$ cat config.mk
export PLATFORM = sky130hd
export DESIGN_NAME = pipe_hazard_unit
export DESIGN_NICKNAME = d
export VERILOG_FILES = /design/src/rtl/pipe_pkg.sv /design/src/rtl/hazard_fwd_match.sv /design/src/rtl/pipe_hazard_unit.sv
export SDC_FILE = /design/constraint.sdc
export NUM_CORES = 1
export LEC_CHECK = 0
export ABC_AREA = 1
export CELL_PAD_IN_SITES_DETAIL_PLACEMENT = 1
export CELL_PAD_IN_SITES_GLOBAL_PLACEMENT = 1
export CORE_MARGIN = 1.5
export CORE_UTILIZATION = 40
export DETAILED_ROUTE_END_ITERATION = 10
export PLACE_DENSITY_LB_ADDON = 0.1
export SLEW_MARGIN = 10
export SYNTH_ARGS = -nofsm -noshare
export SYNTH_HDL_FRONTEND = slang
export SYNTH_SLANG_ARGS = --single-unit
export TNS_END_PERCENT = 1
$ cat constraint.sdc
create_clock -name clk -period 4.5 [get_ports clk]
set_clock_uncertainty 0.2 [all_clocks]
set_input_delay 0.9 -clock clk [delete_from_list [all_inputs] [get_ports clk]]
set_output_delay 0.9 -clock clk [all_outputs]
set_load 0.005 [all_outputs]
$ cat src/rtl/pipe_pkg.sv
// Shared types for the pipeline hazard/forwarding controller.
//   stage_t : one tracked in-flight instruction {valid, wr_en, is_load, addr}
//   FWD_RF  : select value meaning "take the operand from the register file"
//   fwd_w   : width of a forward select for a given tracking depth
package pipe_pkg;
  // Addresses are stored zero-extended to this width; REG_AW must not exceed it.
  localparam int STG_AW = 8;
  localparam int FWD_RF = 0;

  typedef struct packed {
    logic              valid;
    logic              wr_en;
    logic              is_load;
    logic [STG_AW-1:0] addr;
  } stage_t;

  function automatic int fwd_w(input int depth);
    return $clog2(depth + 1);
  endfunction
endpackage

$ cat src/rtl/hazard_fwd_match.sv
// Per-source priority encoder over the tracked stages.
//   stg      : tracked stages, index 1 = EX (youngest)
//   src      : source register address (zero-extended)
//   src_used : source is actually read
//   sel      : smallest matching stage index, FWD_RF when none
//   load_haz : youngest producer is a load whose data is not yet forwardable
module hazard_fwd_match
  import pipe_pkg::*;
#(
  parameter int FWD_DEPTH = 3,
  parameter int LOAD_LAT  = 1,
  parameter int ZERO_REG  = 1,
  parameter int SEL_W     = 2
) (
  input  stage_t [FWD_DEPTH:1] stg,
  input  logic [STG_AW-1:0]    src,
  input  logic                 src_used,
  output logic [SEL_W-1:0]     sel,
  output logic                 load_haz
);
  always_comb begin
    sel      = SEL_W'(FWD_RF);
    load_haz = 1'b0;
    if (src_used && !(ZERO_REG != 0 && src == '0)) begin
      // Walk oldest to youngest so the youngest match is the one that sticks.
      for (int k = FWD_DEPTH; k >= 1; k--) begin
        if (stg[k].valid && stg[k].wr_en && stg[k].addr == src) begin
          sel      = SEL_W'(k);
          load_haz = stg[k].is_load && (k <= LOAD_LAT);
        end
      end
    end
  end
endmodule

$ cat src/rtl/pipe_hazard_unit.sv
// Hazard and forwarding controller for the five-stage in-order pipeline.
// Tracks destinations past ID in a shadow pipeline, drives forward selects,
// load-use stalls, memory-busy freeze and redirect flushes, and keeps
// saturating stall/flush counters.
//   inputs : id_* (ID-stage instruction), ex_redirect, mem_busy
//   outputs: pc_en, ifid_en, ifid_clr, idex_clr (pipeline register control),
//            fwd_rs_sel/fwd_rt_sel (0 = RF, k = stage k), stall_cnt/flush_cnt
module pipe_hazard_unit
  import pipe_pkg::*;
#(
  parameter int REG_AW    = 5,
  parameter int FWD_DEPTH = 3,
  parameter int LOAD_LAT  = 1,
  parameter int ZERO_REG  = 1,
  parameter int CNT_W     = 16
) (
  input  logic                           clk,
  input  logic                           rst_n,
  input  logic                           id_valid,
  input  logic [REG_AW-1:0]              id_rs,
  input  logic [REG_AW-1:0]              id_rt,
  input  logic                           id_rs_used,
  input  logic                           id_rt_used,
  input  logic                           id_wr_en,
  input  logic [REG_AW-1:0]              id_wr_addr,
  input  logic                           id_is_load,
  input  logic                           ex_redirect,
  input  logic                           mem_busy,
  output logic                           pc_en,
  output logic                           ifid_en,
  output logic                           ifid_clr,
  output logic                           idex_clr,
  output logic [$clog2(FWD_DEPTH+1)-1:0] fwd_rs_sel,
  output logic [$clog2(FWD_DEPTH+1)-1:0] fwd_rt_sel,
  output logic [CNT_W-1:0]               stall_cnt,
  output logic [CNT_W-1:0]               flush_cnt
);
  localparam int SEL_W = fwd_w(FWD_DEPTH);

  stage_t [FWD_DEPTH:1]        stg;
  logic   [1:0][STG_AW-1:0]    src;
  logic   [1:0]                used;
  logic   [1:0][SEL_W-1:0]     sel;
  logic   [1:0]                haz;
  logic                        load_use;

  assign src[0]  = STG_AW'(id_rs);
  assign src[1]  = STG_AW'(id_rt);
  assign used[0] = id_rs_used;
  assign used[1] = id_rt_used;

  generate
    for (genvar i = 0; i < 2; i++) begin : g_src
      hazard_fwd_match #(
        .FWD_DEPTH(FWD_DEPTH), .LOAD_LAT(LOAD_LAT),
        .ZERO_REG(ZERO_REG),   .SEL_W(SEL_W)
      ) u_match (
        .stg(stg), .src(src[i]), .src_used(used[i]),
        .sel(sel[i]), .load_haz(haz[i])
      );
    end
  endgenerate

  assign load_use = id_valid && (|haz);

  // Selects stay live during a freeze; only reset forces them to RF.
  assign fwd_rs_sel = rst_n ? sel[0] : SEL_W'(FWD_RF);
  assign fwd_rt_sel = rst_n ? sel[1] : SEL_W'(FWD_RF);

  always_comb begin
    pc_en    = 1'b1;
    ifid_en  = 1'b1;
    ifid_clr = 1'b0;
    idex_clr = 1'b0;
    if (!rst_n) begin
      // held at the advance pattern
    end else if (mem_busy) begin
      pc_en   = 1'b0;
      ifid_en = 1'b0;
    end else if (ex_redirect) begin
      ifid_clr = 1'b1;
      idex_clr = 1'b1;
    end else if (load_use) begin
      pc_en    = 1'b0;
      ifid_en  = 1'b0;
      idex_clr = 1'b1;
    end
  end

  always_ff @(posedge clk or negedge rst_n) begin
    if (!rst_n) begin
      stg       <= '0;
      stall_cnt <= '0;
      flush_cnt <= '0;
    end else if (!mem_busy) begin
      for (int k = FWD_DEPTH; k >= 2; k--) stg[k] <= stg[k-1];
      if (ex_redirect || load_use) begin
        stg[1] <= '0;
      end else begin
        stg[1] <= '{valid: id_valid, wr_en: id_wr_en, is_load: id_is_load,
                    addr: STG_AW'(id_wr_addr)};
      end
      if (ex_redirect) begin
        if (flush_cnt != {CNT_W{1'b1}}) flush_cnt <= flush_cnt + 1'b1;
      end else if (load_use) begin
        if (stall_cnt != {CNT_W{1'b1}}) stall_cnt <= stall_cnt + 1'b1;
      end
    end
  end
endmodule

* After elaboration in Yosys (flattened, before gate mapping)
Cells that the tools add are included.
** Storage, ports and cells
- Output and inout port bits :: 40
- Bits of input ports :: 24
- Register bits :: 63
** Cells by class
- Bitwise gates (word level) :: 2
- Eq/ne operators :: 8
- Muxes and demuxes :: 26
- Reduce and logical (&&, ||, !) cells :: 20
- Add/subtract/negate cells :: 2
** Operators by type and width (count)
- equality test 8 x 5 -> 1 bit :: 6
- adder 16 x 1 -> 16 bit (second input constant) :: 2
- != test 16 bit (second input constant) :: 2
- two-way mux 2 bit :: 10
- zero test 8 bit :: 2
- two-way mux 1 bit :: 15
- logical AND 1 bit :: 12
- two-way mux 11 bit :: 1
- AND reduction 4 bit :: 1
- AND reduction 3 bit :: 1
- zero test 1 bit :: 2
- NOT 1 bit :: 2
- OR reduction 2 bit :: 1
- logical OR 1 bit :: 1

* Longest topological paths before layout
- Depth in word-level cells :: 10
- Gate-level depth with buffers :: 12
- Depth with buffers taken out :: 11

* Cells and area by module
A second synthesis with hierarchy kept.
** Unflattened totals
- Cells, all modules :: 601
- Area, all modules :: 3930.0 µm²
** By module, submodules not included
- pipe_hazard_unit :: seq. area each 1401.3 µm², area each 2984.1 µm², times used 1, cells each 403
- hazard_fwd_match :: seq. area each 0.0 µm², area each 473.0 µm², times used 2, cells each 99

* Worst setup path after synthesis
OpenSTA, ideal clock, no wires.
- Kind :: input to output
- From :: input id_rs[1]
- To :: output pc_en
- Required time :: 3400 ps
- Buffers on the path :: 1
- Stages :: 9
- Setup slack :: 1605 ps
- Data arrival time :: 1795 ps
- Cell sequence :: inv_1 > nor2_1 > nor3_2 > nand3_1 > nand2_2 > nand3_2 > nand2_1 > nand2_1 > buf_4
** On the way
- Cells in the longest elaborated chain, start to end :: 10
** Ends and longest elaborated chain
- from (decl) :: RTL line pipe_hazard_unit.sv:20 : input logic [REG_AW-1:0] id_rs,
- equality test 8 x 5 -> 1 bit or zero test 8 bit (tied branches) :: RTL line hazard_fwd_match.sv:27, hazard_fwd_match.sv:24
- logical AND 1 bit or zero test 1 bit (tied branches) :: RTL line hazard_fwd_match.sv:27, hazard_fwd_match.sv:24
- two-way mux 1 bit or logical AND 1 bit (tied branches) :: RTL line hazard_fwd_match.sv:27, hazard_fwd_match.sv:24
- two-way mux 1 bit (*) :: RTL line hazard_fwd_match.sv:24 : if (src_used && !(ZERO_REG != 0 && src == '0)) begin
- OR reduction 2 bit (*) :: RTL line pipe_hazard_unit.sv:64 : assign load_use = id_valid && (|haz);
- logical AND 1 bit (*) :: RTL line pipe_hazard_unit.sv:64
- two-way mux 1 bit (*) (4 in series)
- to (decl) :: RTL line pipe_hazard_unit.sv:29 : output logic pc_en,
Every way passes the cells marked *; elsewhere a longest branch is shown, timed or not.

* Final worst setup path
- From :: input id_rs[0]
- To :: output ifid_en
** On the way
- Cells in the longest elaborated chain, start to end :: 10
** Ends and longest elaborated chain
- equality test 8 x 5 -> 1 bit or zero test 8 bit (tied branches) :: RTL line hazard_fwd_match.sv:27, hazard_fwd_match.sv:24
- logical AND 1 bit or zero test 1 bit (tied branches) :: RTL line hazard_fwd_match.sv:27, hazard_fwd_match.sv:24
- two-way mux 1 bit or logical AND 1 bit (tied branches) :: RTL line hazard_fwd_match.sv:27, hazard_fwd_match.sv:24
- two-way mux 1 bit (*) :: RTL line hazard_fwd_match.sv:24
- OR reduction 2 bit (*) :: RTL line pipe_hazard_unit.sv:64
- logical AND 1 bit (*) :: RTL line pipe_hazard_unit.sv:64
- two-way mux 1 bit (*) :: RTL line pipe_hazard_unit.sv:83 : end else if (load_use) begin
- two-way mux 1 bit (*) :: RTL line pipe_hazard_unit.sv:80 : end else if (ex_redirect) begin
- two-way mux 1 bit (*) :: RTL line pipe_hazard_unit.sv:77 : end else if (mem_busy) begin
- two-way mux 1 bit (*) :: RTL line pipe_hazard_unit.sv:75 : if (!rst_n) begin
- to (decl) :: RTL line pipe_hazard_unit.sv:30 : output logic ifid_en,
Marked as above.

==> metrics.md <==
| Metric | Value |
|---|---|
| Run status | `finished clean` |
| Drt pass-1 iters | `4` |
| Htree depth | `2` |
| WHS | `300 ps` |
| Min cycle time layout | `3940 ps` |
| First-pass GRT wire length | `15.5 mm` |
| Clock tree buffer depth | `2` |
| Initial antenna violation count | `0` |
| Synth cell types | `30` |
| Vias | `3041` |
| Area growth from synthesis to layout | `25.0%` |
| Die outline width | `just over 90 µm` |
| Core area | `approximately 8000 µm²` |
| CP startpoint kind | `input port` |
| CP Class | `input port to output port` |
| Ports | `64` |
| Vias in the first global route | `~3300` |
| Post-synth EDFFs | `0` |
| Die Area | `8620 µm²` |
| Syn Area/Cell | `7.47 µm²` |
| Setup TNS | `0 ps` |
| DPL Wire Length | `6.89 mm` |
| Largest net degree at the start of global routing | `43` |
| Critical Path Sink Type | `output port` |
| P_leak | `1.84 nW` |
| Nets | `about 520` |
| Crit Path Max Fanout | `7` |
| CTS tree | `built` |
| Fin util | `0.519` |
| Synthesized area | `3230 µm²` |
| Syn_nets | `between 400 and 500` |
| Main flop type after synthesis | `dfrtp_1` |
| Share of the synthesized area in the top cell type | `0.419` |
| Sequential share of the synthesized area | `0.419` |
| Clk pin slew, worst setup/hold paths | `90 ps` |
| Post-Synthesis Cells | `432` |
| Later-pin clock latency in the skew report | `300 ps` |
| # fillers | `995` |
| Area contributors post-synth | `dfrtp_1 42%, nand2_1 18%, xnor2_1 5.4%, xor2_1 5.2%, inv_1 4.4%` |
| Final Hold Viols | `0` |
| Count leader, synth | `nand2_1` |
| PortBufs | `63` |
| Cts repair resizes | `0` |
| Synth warnings | `0` |
| Pwr Density | `around 270 nW/µm²` |
| RePlAce Congestion | `about 0.9` |
| RSZ-0062 raised after global routing | `false` |
| Post-route ant nets | `0` |
| Final wirelength | `8.97 mm` |
| # clock sinks | `54` |
| Crit path DAT | `~2800 ps` |
| Post-CTS setup buffer count | `0` |
| Critical path required time | `about 3400 ps` |
| GRT overflow | `0` |
| Vias per inst | `between 5 and 6` |
| Slew Limit Headroom | `0.591` |
| Hold crit path type | `flop to flop` |
| Die Span Y | `between 90 and 100 µm` |
| Max_cap viols | `0` |
| Share of cells above drive strength 1 | `0.0543` |
| Hold-fix buffer count after cts | `0` |
| Fin crit share | `0.876` |
| Max Clk Rate | `approximately 0.25 GHz` |
| Initial core utilization | `0.416` |
| Routed wire per std cell | `15.0 µm` |
| Multi-input gate area in the final layout | `1660 µm²` |
| Max VDD drop | `0.250 mV` |
| Tot GR Track Use | `0.228` |
| Root Driver | `clkbuf_8` |
| Max Slew Vio Count | `0` |
| Sequential cell area | `approximately 1400 µm²` |
| DR DRC count | `0` |
| Most frequent cells after synthesis | `156 x nand2_1, 54 x dfrtp_1, 38 x inv_1` |
| Slew @ Worst Pin | `612 ps` |
| Total CTS buffers | `5` |
| Cell taking the most area after synthesis | `dfrtp_1` |
| Post-synth ARST share | `1.00` |
| Diode count | `0` |
| #FFs+latches synth | `54` |
| Initial drt markers | `57` |
| Site Rows | `32` |
| Final setup viols | `0` |
-- per-stage QoR --
stage | power (mW) | std cells | instance area [µm²] | setup slack [ps]
floorplan | 0.683 | 432 | 3230 | 1600
global placement | 0.802 | 591 | 3940 | 560
detailed placement | 0.807 | 591 | 3940 | 555
CTS | 1.10 | 599 | 4040 | 548
global route | 1.14 | 599 | 4040 | 363
finish | 1.08 | 599 | 4040 | 556
-- power breakdown --
| group | switching (mW) | internal, mW |
|---|---|---|
| Sequential | 0.0501 | 0.528 |
| Clock | 0.158 | 0.125 |
| Combinational | 0.107 | 0.111 |
-- kinds of logic (layout without fill, tap and decap cells) --
family | Yosys count | after routing | share of synthesized area
xor+xnor | 39 | 39 | 0.106
buf+inv | 50 | 115 | 0.0663
simple gates | 244 | 244 | 0.326
fa+ha+maj | 2 | 2 | 0.00775
compound gates | 43 | 43 | 0.0760
flops | 54 | 54 | 0.419
-- worst max-delay path, cell delays in order --
cell and delay, ps:
clkdlybuf4s50_1 540, nor2_1 200, nand3_1 90, nand2_1 110, inv_1 50, nand3_1 80
nand2_2 90, nand3_2 100, nand2_1 60, nand2_1 110, clkdlybuf4s50_1 520
-- placed cells by master (no fill, tap or decap), types with 11 or more instances in the layout --
cell type,count
xor2_1,19
dfrtp_1,54
o21ai_0,16
nor2_1,35
inv_1,38
a21oi_1,11
clkdlybuf4s50_1,62
nand2_1,156
nand3_1,18
xnor2_1,20
o22ai_1,11
-- per-layer routing --
| metal | up-vias | global-route usage | routed length [µm] |
|---|---|---|---|
| met5 | - | 0 | 0 |
| met4 | 0 | 0.0808 | 245 |
| met3 | 17 | 0.0296 | 188 |
| met2 | 49 | 0.397 | 4490 |
| met1 | 1474 | 0.289 | 4040 |
| li1 | 1501 | - | - |
-- layout make-up --
| type | instances | share of cell area |
|---|---|---|
| inverters | 41 | 0.0381 |
| clock buffers | 7 | 0.0214 |
| flip-flops and latches | 54 | 0.335 |
| multi-input cells | 328 | 0.412 |
| clock inverters | 1 | 0.00124 |
| well taps | 102 | 0.0316 |
| repair buffers | 66 | 0.161 |
-- registers in the layout, indices dropped and copies added (netlist names) --
name	count
stg	22
stall_cnt	16
flush_cnt	16
-- final timing paths --
kind | from | endpoint | slack [ps] | depth (start not counted)
worst max-delay path | id_rs[0] | ifid_en | 560 | 11
worst min-delay path | stg[31] | stg[31] | 300 | 2
worst max register to register | flush_cnt[0] | flush_cnt[5] | 1990 | 8
worst min register to register | stg[31] | stg[31] | 300 | 2
max in group asynchronous | rst_n | stg[3] | 2910 | 2
min in group asynchronous | rst_n | stg[23] | 310 | 1
Note: power is estimated with default switching activity, not from simulation.
